### src/rtl/fft_result_capture.sv
// Captures one 32-word FFT frame from a valid/ready stream into the result memory,
// optionally bit-reversing the write address, then triggers the comparator.
module fft_result_capture #(
   parameter int DATA_W      = 64,
   parameter int ADDR_W      = 5,
   parameter bit BIT_REVERSE = 1'b1
) (
   input  logic              clk,
   input  logic              sclr,
   input  logic              arm,
   input  logic              in_valid,
   input  logic [DATA_W-1:0] in_data,
   output logic              in_ready,
   output logic [ADDR_W-1:0] mem_address,
   output logic [DATA_W-1:0] mem_data,
   output logic              mem_we,
   output logic              start_comp,
   output logic              busy,
   output logic              capture_done,
   output logic              overflow_err
);

   typedef enum logic [1:0] {
      IDLE,
      CAPTURE,
      FLUSH,
      DONE
   } state_t;

   state_t            state;
   state_t            state_next;
   logic              arm_d;
   logic              arm_pulse;
   logic              accept;
   logic              entering_capture;
   logic [ADDR_W-1:0] count;

   function automatic logic [ADDR_W-1:0] bitrev(input logic [ADDR_W-1:0] v);
      logic [ADDR_W-1:0] r;
      for (int i = 0; i < ADDR_W; i++) begin
         r[i] = v[ADDR_W-1-i];
      end
      return r;
   endfunction

   assign arm_pulse        = arm & ~arm_d;
   // Gated by sclr so nothing is accepted in the cycle the abort takes effect.
   assign in_ready         = (state == CAPTURE) && !sclr;
   assign accept           = in_valid & in_ready;
   assign entering_capture = (state != CAPTURE) && (state_next == CAPTURE);

   always_comb begin
      state_next = state;
      case (state)
         IDLE:    if (arm_pulse) state_next = CAPTURE;
         CAPTURE: if (accept && (count == {ADDR_W{1'b1}})) state_next = FLUSH;
         FLUSH:   state_next = DONE;
         DONE:    if (arm_pulse) state_next = CAPTURE;
         default: state_next = IDLE;
      endcase
   end

   // Status flags are registered from the next state so they line up with the state itself.
   always_ff @(posedge clk) begin
      if (sclr) begin
         state        <= IDLE;
         arm_d        <= 1'b0;
         count        <= '0;
         mem_we       <= 1'b0;
         mem_address  <= '0;
         mem_data     <= '0;
         start_comp   <= 1'b0;
         busy         <= 1'b0;
         capture_done <= 1'b0;
         overflow_err <= 1'b0;
      end else begin
         state  <= state_next;
         arm_d  <= arm;
         mem_we <= accept;
         if (accept) begin
            mem_data    <= in_data;
            mem_address <= BIT_REVERSE ? bitrev(count) : count;
            count       <= count + 1'b1;
         end
         if (entering_capture) begin
            count <= '0;
         end
         if (entering_capture) begin
            overflow_err <= 1'b0;
         end else if (in_valid && (state != CAPTURE)) begin
            overflow_err <= 1'b1;
         end
         busy         <= (state_next == CAPTURE) || (state_next == FLUSH);
         capture_done <= (state_next == DONE);
         start_comp   <= (state_next == DONE);
      end
   end

endmodule

### config.mk
export PLATFORM = sky130hd
export DESIGN_NAME = fft_result_capture
export DESIGN_NICKNAME = d
export VERILOG_FILES = /design/src/rtl/fft_result_capture.sv
export SDC_FILE = /design/constraint.sdc
export NUM_CORES = 1
export LEC_CHECK = 0
export CAP_MARGIN = 10
export CORE_ASPECT_RATIO = 1.5
export CORE_MARGIN = 2
export CORE_UTILIZATION = 35
export CTS_BUF_LIST = sky130_fd_sc_hd__clkbuf_4
export DETAILED_ROUTE_END_ITERATION = 6
export GPL_ROUTABILITY_DRIVEN = 1
export PLACE_DENSITY = 0.73
export SETUP_SLACK_MARGIN = 0.02
export SLEW_MARGIN = 20
export SYNTH_ARGS = -nofsm -noshare
export SYNTH_HDL_FRONTEND = slang
export SYNTH_SLANG_ARGS = --single-unit
### constraint.sdc
create_clock -name clk -period 2.57 [get_ports clk]
set_clock_uncertainty 0.2 [all_clocks]
set_input_delay 0.257 -clock clk [delete_from_list [all_inputs] [get_ports clk]]
set_output_delay 0.257 -clock clk [all_outputs]
set_load 0.01 [all_outputs]
==> flow_summary.ini <==
[setup_path]
crit_family = buffers and inverters
cp.arrival_ns = 1.99
endpoint_kind = primary output
critPathLaunchType = register
cp_max_fo = 6
required_ns = 2.11
critPathKind = reg -> out
worst-path-buf-inv = 2
cp_cell_sequence = ha_1 > inv_1 > nor2_1 > clkdlybuf4s50_1
slowest_stage = clkdlybuf4s50_1
critPathMaxStageDelay_ns = 0.54

[timing]
setup_slack_ns = 0.123
fin_setup_tns_ns = 0
rsz0062_at_grt = no
report.final.slew_viol_count = 0
max_freq_mhz = 409
hold_viol_final = 0
slew_headroom = 0.757
post-route-period-util = 0.952
tightest_slew_ns = 0.360
min_period_ns = 2.45
finalSetupViolCount = 0

[floorplanning]
die_h_um = 116
die_w_um = 79.0
dieArea_sq_um = 9200
start_util = 0.355
ios = 143
num_rows = 41
core_sq_um = 8310

[placed_design]
port_buffers = 142
gpl.final_weighted_congestion = 0.763
pre_cts_slack_ns = -0.0334
hpwl_um = 5490

[logic_synthesis]
synth_nets = 437
synthTopCellsByCount = nand2_1 (144), dfxtp_1 (81), o21ai_0 (73)
yosys.area.top_type = dfxtp_1
synth.top_cells.by_area = dfxtp_1 (55%), nand2_1 (18%), o21ai_0 (12%), ha_1 (3.0%), clkbuf_1 (1.7%)
synth_top_area_frac = 0.549
ys_seq_area_frac = 0.549
syn_area_sq_um = 2950
synthArstFlopShare = 0
avgSynthCellArea_sq_um = 8.16
synthFlopType = dfxtp_1
synth_most_common_cell = nand2_1
yosysWarnings = 0
synth_edf_count = 0
synthCells = 362
synth.distinct_cells = 27
synth_seq_cells = 81

[min_path]
holdCritPathClass = in -> reg

[route]
wl_met1_um = 3040
highest_layer = met4
dr_wl_met3_um = 334
first_pass_iters = 4
ant_nets = 0
drt-wirelength-per-cell_um = 12.9
drt-initial-drc-count = 105
wirelength_um = 7860
remaining_drc_errors = 0
avgViaCountPerCell = 4.54
num_vias = 2762
wl_met2_um = 4230

[clock_tree]
cts_buffers = 9
post_cts_buffers = 0
cts_tree = yes
cts_hold_buf = 0
clk_pin_slew_ns = 0.14
ctsRootBufferMaster = clkbuf_4
cts_max_level = 3
clockBufferDepth = 2
clock_latency_ns = 0.42
clkSinkCount = 81

[final_layout]
final_layout_size_suffix_gt1_frac = 0.0540
fillers = 787
multi_input_comb_area_sq_um = 1190
area_growth_pct = 55.9
post-route-util = 0.554
ff_latch_area_sq_um = 1620
fin_nets = 570

[power]
leakagePower_nw = 1.68
ir_drop_mv = 0.402
p_total_mw = 3.37
p_per_area_nw_per_um2 = 732

[global_route]
grt_pass1_wl_um = 12100
grt_antenna_before_repair = 1
grt_pass1_vias = 2609
grt_use_total = 0.170
grt_max_degree = 98
overflow = 0

[flow_run]
maxCapViolations = 0

[status]
status = complete, no violations
==> sequential cells by signal (all words and copies together), names as in the netlist <==
| register | cells |
|---|---|
| mem_we | 1 |
| overflow_err | 1 |
| mem_data | 64 |
| busy | 1 |
| arm_d | 1 |
| count | 5 |
| capture_done | 1 |
| mem_address | 5 |
| state | 2 |
==> timing repair <==
action                                  in CTS  in global routing
endpoints found under the hold margin        0                  0
endpoints found under the setup margin       4                  6
resized for setup                            1                  3
==> worst paths after layout <==
check	start	to	slack, ns	cells after the start
hold reg to reg	mem_data[36]	mem_data[36]	0.26	2
hold / removal	in_data[9]	mem_data[9]	0.15	3
setup reg to reg	count[0]	count[3]	0.20	10
setup / recovery	state[0]	in_ready	0.12	4
==> tightest hold or removal path, delay by kind of cell <==
kind	cells	cell delay, ns
buffers and inverters	1	0.39
AO/OA/AOI/OAI	1	0.06
AND/OR/NAND/NOR	1	0.05
==> cell type report <==
type,instances,share of cell area
Antenna cell,1,0.000544
Clock buffer,9,0.0147
Clock inverter,7,0.0185
Inverter,7,0.00598
Multi-Input combinational cell,250,0.258
Sequential cell,81,0.353
Tap cell,107,0.0291
Timing Repair Buffer,146,0.321
==> report_power, final <==
part           switching [mW]  total [mW]  internal [mW]  leakage [nW]
combinational           0.472        1.01          0.535         0.930
sequential              0.103        1.54           1.44         0.658
clock                   0.432       0.818          0.386        0.0892
==> layer usage <==
metal / vias up / global-route usage
li1: 1439 / -
met1: 1232 / 0.181
met2: 73 / 0.305
met3: 18 / 0.0309
met4: 0 / 0.111
met5: - / 0
==> cell usage in the layout (no fill, tap or decap), types with 2 or more instances in the layout <==
cell and n:
buf_4 2, nor2_1 4, buf_12 2, ha_1 7, clkdlybuf4s50_1 142, a21oi_1 6
nand2_1 144, o21ai_0 72, clkbuf_4 9, dfxtp_1 80, inv_1 5, clkinv_2 6
nor2b_1 3, bufinv_16 2
==> logic make-up (layout without fill, tap and decap cells) <==
| kind of cell | Yosys count | count (layout) | share of synthesized area |
|---|---|---|---|
| buffers and inverters | 31 | 169 | 0.0517 |
| multiplexers | 1 | 1 | 0.00339 |
| AND/OR/NAND/NOR | 157 | 157 | 0.215 |
| other | 0 | 1 | 0 |
| adder cells (fa/ha/maj) | 7 | 7 | 0.0297 |
| AO/OA/AOI/OAI | 85 | 85 | 0.151 |
| flip-flops | 81 | 81 | 0.549 |
==> through the flow <==
stage	area, sq um	std cells	hold slack (ns)
after CTS	4590	607	0.129
after global routing	4600	608	0.145
after global placement	4440	591	0.243
final	4600	608	0.152
after floorplan	2950	362	0.166
after detailed placement	4440	591	0.250
Power figures use the tool's default switching activity.
